`src/rtl/pc_sequencer.sv`:
```
// Architectural PC owner for a sequential Y86-64 core: next-PC select, RUN/HALTED/FAULT
// status machine and a circular return-address stack that checks every ret target.
module pc_sequencer #(
    parameter int unsigned    AW        = 64,
    parameter logic [AW-1:0]  RESET_PC  = '0,
    parameter logic [AW-1:0]  MEM_LIMIT = AW'(8192),
    parameter int unsigned    RAS_DEPTH = 8,
    parameter int unsigned    RAS_PW    = 3
) (
    input  logic              clk,
    input  logic              rst,
    input  logic              en,
    input  logic [3:0]        icode,
    input  logic              cnd,
    input  logic [AW-1:0]     valC,
    input  logic [AW-1:0]     valM,
    input  logic [AW-1:0]     valP,
    output logic [AW-1:0]     pc,
    output logic [1:0]        stat,
    output logic [RAS_PW:0]   ras_count,
    output logic              ras_mismatch,
    output logic              ras_overflow
);

    typedef enum logic [1:0] {StRun, StHalted, StFault} state_e;

    localparam logic [1:0] StatAok = 2'b00;
    localparam logic [1:0] StatHlt = 2'b01;
    localparam logic [1:0] StatIns = 2'b10;
    localparam logic [1:0] StatAdr = 2'b11;

    localparam logic [RAS_PW:0]   RasFull = (RAS_PW+1)'(RAS_DEPTH);
    localparam logic [RAS_PW-1:0] PtrOne  = RAS_PW'(1);

    state_e              state_q;
    logic [RAS_PW-1:0]   ptr_q;
    logic [AW-1:0]       ras_mem [RAS_DEPTH];

    logic [AW-1:0]       next_pc;
    logic                icode_valid;
    logic                commit;
    logic                is_halt;
    logic                addr_fault;
    logic                retire;
    logic                push;
    logic                pop;
    logic [AW-1:0]       ras_top;

    always_comb begin
        next_pc     = valP;
        icode_valid = 1'b1;
        case (icode)
            4'h0, 4'h1, 4'h2, 4'h3, 4'h4, 4'h5, 4'h6, 4'hA, 4'hB: next_pc = valP;
            4'h7:    next_pc = cnd ? valC : valP;
            4'h8:    next_pc = valC;
            4'h9:    next_pc = valM;
            default: icode_valid = 1'b0;
        endcase
    end

    // Priority: invalid icode, then halt, then address fault, then normal retire.
    assign commit     = en && (state_q == StRun);
    assign is_halt    = (icode == 4'h0);
    assign addr_fault = (next_pc >= MEM_LIMIT);
    assign retire     = commit && icode_valid && !is_halt && !addr_fault;
    assign push       = retire && (icode == 4'h8);
    assign pop        = retire && (icode == 4'h9);
    // Pointer addresses the next free slot; the newest entry sits one below it.
    assign ras_top    = ras_mem[ptr_q - PtrOne];

    // Entry contents need no reset; only pointer and count define validity.
    always_ff @(posedge clk) begin
        if (push) begin
            ras_mem[ptr_q] <= valP;
        end
    end

    always_ff @(posedge clk or posedge rst) begin
        if (rst) begin
            state_q      <= StRun;
            pc           <= RESET_PC;
            stat         <= StatAok;
            ptr_q        <= '0;
            ras_count    <= '0;
            ras_mismatch <= 1'b0;
            ras_overflow <= 1'b0;
        end else begin
            ras_mismatch <= 1'b0;
            if (commit) begin
                if (!icode_valid) begin
                    state_q <= StFault;
                    stat    <= StatIns;
                end else if (is_halt) begin
                    state_q <= StHalted;
                    stat    <= StatHlt;
                end else if (addr_fault) begin
                    state_q <= StFault;
                    stat    <= StatAdr;
                end else begin
                    pc <= next_pc;
                    if (push) begin
                        ptr_q <= ptr_q + PtrOne;
                        if (ras_count == RasFull) begin
                            ras_overflow <= 1'b1;
                        end else begin
                            ras_count <= ras_count + 1'b1;
                        end
                    end
                    if (pop) begin
                        if (ras_count != '0) begin
                            ptr_q        <= ptr_q - PtrOne;
                            ras_count    <= ras_count - 1'b1;
                            ras_mismatch <= (ras_top != valM);
                        end else begin
                            ras_mismatch <= 1'b1;
                        end
                    end
                end
            end
        end
    end

endmodule

```
`config.mk`:
```
export PLATFORM = sky130hd
export DESIGN_NAME = pc_sequencer
export DESIGN_NICKNAME = d
export VERILOG_FILES = /design/src/rtl/pc_sequencer.sv
export SDC_FILE = /design/constraint.sdc
export NUM_CORES = 1
export LEC_CHECK = 0
export ABC_CLOCK_PERIOD_IN_PS = 11060
export CORE_ASPECT_RATIO = 0.7
export CORE_MARGIN = 2
export CORE_UTILIZATION = 40
export CTS_CLUSTER_DIAMETER = 50
export DETAILED_ROUTE_END_ITERATION = 6
export GPL_TIMING_DRIVEN = 1
export PLACE_DENSITY = 0.62
export SKIP_LAST_GASP = 1
export SLEW_MARGIN = 30
export SYNTH_ARGS = -nofsm -noshare
export SYNTH_HDL_FRONTEND = slang
export SYNTH_SLANG_ARGS = --single-unit
```
`constraint.sdc`:
```
create_clock -name clk -period 11.06 [get_ports clk]
set_input_delay 1.659 -clock clk [delete_from_list [all_inputs] [get_ports clk]]
set_output_delay 1.659 -clock clk [all_outputs]
set_load 0.02 [all_outputs]
```
**Word level (Yosys, flattened, before mapping)**

Memories as Yosys holds them, arrays and structs flattened.
Cells that the tools add are included.
W data, S select, Z words.

- Add/subtract/negate cells: 4
- $lt $le $gt $ge: 1
- Reductions and logical operators: 15
- Muxes and demuxes: 24
- Eq/ne operators: 14
- Bitwise gates (word level): 2

Operator list:

| cell | number |
|---|---|
| $pmux W64 S3 | 1 |
| $ge A64 B14 Y1 const B | 1 |
| $mux W64 | 1 |
| $ne A64 B64 Y1 | 1 |
| $eq A4 B4 Y1 const B | 5 |
| $eq A4 B3 Y1 const B | 4 |
| $mux W4 | 4 |
| $mux W2 | 6 |
| $reduce_or A12 Y1 | 1 |
| $mux W1 | 9 |
| $mux W3 | 3 |
| $eq A4 B2 Y1 const B | 2 |
| $logic_and A1 B1 Y1 | 6 |
| $reduce_and A6 Y1 | 1 |
| $add A4 B1 Y4 const B | 1 |
| $eq A4 B1 Y1 const B | 1 |
| $logic_not A4 Y1 | 1 |
| $reduce_and A4 Y1 | 1 |
| $reduce_bool A4 Y1 | 1 |
| $sub A4 B1 Y4 const B | 1 |
| $add A3 B1 Y3 const B | 1 |
| $ne A3 B1 Y1 const B | 1 |
| $sub A3 B1 Y3 const B | 1 |
| $logic_not A1 Y1 | 2 |
| other kinds (3) | 4 |

- Output and inout port bits: 72
- RAM bits: 512
- Bits of input ports: 200
- Memories: 1
- Word-level logic and storage cells: 68
- Register bits: 77

Memory list:

| memory | depth | bits a word | read ports | clocked after Yosys merged registers in | wr ports | RTL line | text |
|---|---|---|---|---|---|---|---|
| ras_mem | 8 | 64 | 1 | 0 | 1 | 37 | `logic [AW-1:0] ras_mem [RAS_DEPTH];` |

**Longest topological paths before layout**

- Word-level depth: 12
- Gate-level depth with buffers: 19
- Mapped depth without buffers: 10

**Worst setup path before layout**

No wires, ideal clock.

- Kind: input to register
- Start point: input port valC[51]
- End point: memory ras_mem[2][0] (enable)
- Library setup time: 0.666 ns
- Setup slack: 0.399 ns
- Cell stages on the path: 8
- Required time: 10.394 ns
- Arrival time: 9.994 ns
- Buffers on the path: 1
- Cell sequence: or4_1 -> nor3_1 -> a32oi_1 -> a2111oi_0 -> o2111a_1 -> nand4_1 -> clkbuf_1 -> nor4b_1

- Longest elaborated chain between the ends: 8

Ends and longest elaborated chain:

| element | RTL line | text |
|---|---|---|
| start, declared | 15 | `input logic [AW-1:0] valC,` |
| $mux W64 | 54 | `4'h7: next_pc = cnd ? valC : valP;` |
| $pmux W64 S3 * | 52 | `case (icode)` |
| $ge A64 B14 Y1 * | 64 | `assign addr_fault = (next_pc >= MEM_LIMIT);` |
| $logic_not A1 Y1 * | 65 | `assign retire = commit && icode_valid && !is_halt && !addr_fault;` |
| $logic_and A1 B1 Y1 * | 65 |  |
| $logic_and A1 B1 Y1 * | 66 | `assign push = retire && (icode == 4'h8);` |
| $mux W1 * | 73 | `if (push) begin` |
| $mux W1 (not written as such) * | 74 | `ras_mem[ptr_q] <= valP;` |
| end, declared | 37 |  |

Every way passes the cells marked *; elsewhere a longest branch is shown, timed or not.

**Worst setup path after layout**

- Start point: input port icode[2]
- End point: memory ras_mem[0][54] (enable)

- Longest elaborated chain between the ends: 9
- Elaborated cells between the ends (all ways): 24
- Classes of those cells: 1 x order compare; 11 x eq/ne; 4 x mux; 8 x reduce/logical

Ends and longest elaborated chain:

| element | RTL line | text |
|---|---|---|
| start, declared | 13 | `input logic [3:0] icode,` |
| branches (longest 6 deep; another with $ge A64 B14 Y1) | n/a |  |
| $logic_and A1 B1 Y1 * | 66 |  |
| $mux W1 * | 73 |  |
| $mux W1 (not written as such) * | 74 |  |

Every way passes the cells marked *.

==> results.sh <==
export IMPL_status="completed"
export IMPL_clock_fmax_mhz=152
export IMPL_place_area_um2=28300
export IMPL_layout_common_cells="edfxtp_1, clkdlybuf4s50_1, mux4_2"
export IMPL_grt_pass1_wl_um=104000
export IMPL_hpwlAfterDp_um=50900
export IMPL_p_per_area_nw_per_um2=151
export IMPL_post_cts_buffers=0
export IMPL_synthTopCellsByArea="edfxtp_1, mux4_2, dfrtp_1, mux2i_1, and2_1"
export IMPL_wl_um=73900
export IMPL_p_sw_frac=0.211
export IMPL_final_cell_area_um2=30100
export IMPL_antenna_found_initial=5
export IMPL_synth_seq_area_share=0.700
export IMPL_hold_viol=0
export IMPL_syn_instance_count=1440
export IMPL_pwr_share_clk=0.419
export IMPL_fin_crit_sh=0.596
export IMPL_drc=0
export IMPL_rows=76
export IMPL_cts_sinks=588
export IMPL_cts_hold_buffers=0
export IMPL_ys_flop_type="edfxtp_1"
export IMPL_cp_arrival_ps=6820
export IMPL_yosys_area_top_type="edfxtp_1"
export IMPL_hold_ws_ps=481
export IMPL_setup_worst_path_start_class="primary input"
export IMPL_cts_buffers=57
export IMPL_fin_skew_ps=18.0
export IMPL_die_y_um=212
export IMPL_p_leak_nw=10.3
export IMPL_path_class="in2reg"
export IMPL_vias=14940
export IMPL_ant_nets=0
export IMPL_hold_path_endpoint="pc[9]$_DFFE_PP0P_"
export IMPL_synth_seq_cells=588
export IMPL_yosys_warnings=0
export IMPL_gp_congestion=0.912
export IMPL_rsz0062_at_grt="no"
export IMPL_drtPass1Iterations=7
export IMPL_synth_area_per_cell_um2=17.1
export IMPL_port_buffers=271
export IMPL_yosysTopAreaCellShare=0.623
export IMPL_nNetsFinal=1923
export IMPL_wire_per_inst_um=28.6
export IMPL_setup_tns_ps=0
export IMPL_root_buffer="clkbuf_16"
export IMPL_die_w_um=301
export IMPL_synth_area_um2=24700
export IMPL_r2r_end="ras_mismatch$_DFF_PP0_"
export IMPL_reg2regPathDepth=10
export IMPL_dr_first_iter_drc_count=1770
export IMPL_setup_viol=0
export IMPL_rrSetupSlack_ps=5370
export IMPL_p_switching_mw=0.955
export IMPL_r2r_start="ptr_q[0]$_DFFE_PP0P_"
export IMPL_min_path_cells=2
export IMPL_grt_util_all_layers=0.231
export IMPL_pwr_share_seq=0.533
export IMPL_hp_start="pc[9]$_DFFE_PP0P_"
export IMPL_core_area_um2=61200
export IMPL_dieArea_um2=63800
export IMPL_area_growth_pct=21.8
export IMPL_slew_headroom=0.331
export IMPL_overflow=0
export IMPL_clockBufferDepth=3
export IMPL_path_clk_slew_ps=60
export IMPL_synth_edf_count=512
export IMPL_drive_gt1_frac=0.140
export IMPL_mostFrequentLayoutCell="edfxtp_1"
export IMPL_period_needed_ps=6590
export IMPL_worst_slew_pin_slew_ps=994
export IMPL_hold_class="reg2reg"
export IMPL_cts_htree_levels=2
export IMPL_cts_tree="built"
export IMPL_p_int_mw=3.58
export IMPL_cp_end_kind="register"
export IMPL_grt_pass1_vias=14504
export IMPL_vias_per_cell=5.78
export IMPL_boundaryPins=272
export IMPL_synth_distinct_cells=75
export IMPL_required_ps=11290
export IMPL_ctsResizeCount=0
export IMPL_drv_cap=0
export IMPL_start_util=0.403
export IMPL_path_max_fanout=96
export IMPL_ys_async_sr_fraction=0.129
export IMPL_synth_nets=1644
export IMPL_drv_slew=0
export IMPL_grt_start_max_net_pins=109
export IMPL_combinationalPowerShare=0.048
export IMPL_ir_worst_vdd_uv=126
export IMPL_clkLatencyLatePin_ps=620
[cell families (layout without fill, tap and decap cells)]
family / count (synthesis) / count (layout) / synth area share
compound gates: 175 / 175 / 0.0499
mux: 184 / 184 / 0.133
fa+ha+maj: 4 / 4 / 0.00203
other cells: 0 / 1 / 0
xor+xnor: 53 / 53 / 0.0196
simple gates: 329 / 329 / 0.0715
buf+inv: 107 / 432 / 0.0241
flops: 588 / 588 / 0.700
[layout make-up]
| class | instances | area [µm²] |
|---|---|---|
| clock inverters | 34 | 313 |
| repair buffers | 295 | 2910 |
| flip-flops and latches | 588 | 17300 |
| diodes | 1 | 2.50 |
| clock buffers | 71 | 1490 |
| well taps | 819 | 1020 |
| multi-input cells | 745 | 6920 |
| inverters | 32 | 124 |
| fillers | 5162 | 31200 |
[worst max-delay path by stage]
stage,from,to,cells past startpoint
detailed placement,icode[2],ras_mem[0][59]$_DFFE_PP_,12
global placement,icode[2],ras_mem[0][59]$_DFFE_PP_,12
floorplan,valC[51],ras_mem[2][0]$_DFFE_PP_,8
CTS,icode[2],ras_mem[0][16]$_DFFE_PP_,12
finish,icode[2],ras_mem[0][54]$_DFFE_PP_,12
global route,icode[2],ras_mem[0][50]$_DFFE_PP_,12
[per-layer routing]
metal  vias up  wire [µm]  part of all wire  track usage
li1       6341          -                 -            -
met1      7721      32900              0.45        0.354
met3        74       7690              0.10       0.0558
met5         -         29           0.00039            0
met4         4       1230             0.017       0.0480
met2       800      32000              0.43        0.333
[sequential cells by signal (all words and copies together) (netlist names)]
name,count
stat,2
ras_count,4
ptr_q,3
state_q,1
ras_mem,512
pc,64
ras_mismatch,1
ras_overflow,1
[Yosys cell counts (6+ instances only)]
cell / number
edfxtp_1: 512
mux4_2: 111
dfrtp_1: 76
nand2_1: 70
mux2i_1: 65
and2_1: 59
nor2_1: 44
o21ai_0: 41
nand3_1: 39
xnor2_1: 37
buf_2: 34
inv_1: 31
nor4_1: 30
a21oi_1: 29
nor3_1: 29
clkbuf_1: 15
nand4_1: 15
xor2_1: 15
a222oi_1: 13
buf_4: 13
o22ai_1: 13
o221ai_1: 10
buf_6: 9
a31oi_1: 6
o31ai_1: 6
or3_1: 6
or4_1: 6
[through the flow]
| stage | power, mW | worst slack, ps | std cells | util |
|---|---|---|---|---|
| 6_report | 4.53 | 4470 | 2585 | 0.491 |
| 5_1_grt | 4.67 | 4130 | 2585 | 0.491 |
| 4_1_cts | 4.57 | 4490 | 2584 | 0.491 |
| 3_5_place_dp | 2.68 | 3870 | 2479 | 0.461 |
| 3_3_place_gp | 2.68 | 3970 | 2479 | 0.461 |
| 2_1_floorplan | 2.52 | 399 | 1440 | - |
[power by group through the flow]
stage | sequential [mW] | combinational (mW) | clock (mW)
final | 2.42 | 0.217 | 1.90
after global routing | 2.42 | 0.228 | 2.03
after CTS | 2.42 | 0.215 | 1.93
after detailed placement | 2.46 | 0.214 | 0
after global placement | 2.46 | 0.212 | 0
after floorplan | 2.46 | 0.0513 | 0
[worst max-delay path: stages]
cell,delay [ps]
clkdlybuf4s50_1,850
and4b_1,790
a21oi_2,280
o221ai_1,280
o2111ai_1,200
a2111oi_2,350
nand4_1,130
buf_4,400
or3_1,580
nor3_2,150
buf_4,460
buf_4,600
No activity file was read; power rests on OpenSTA's default activity.
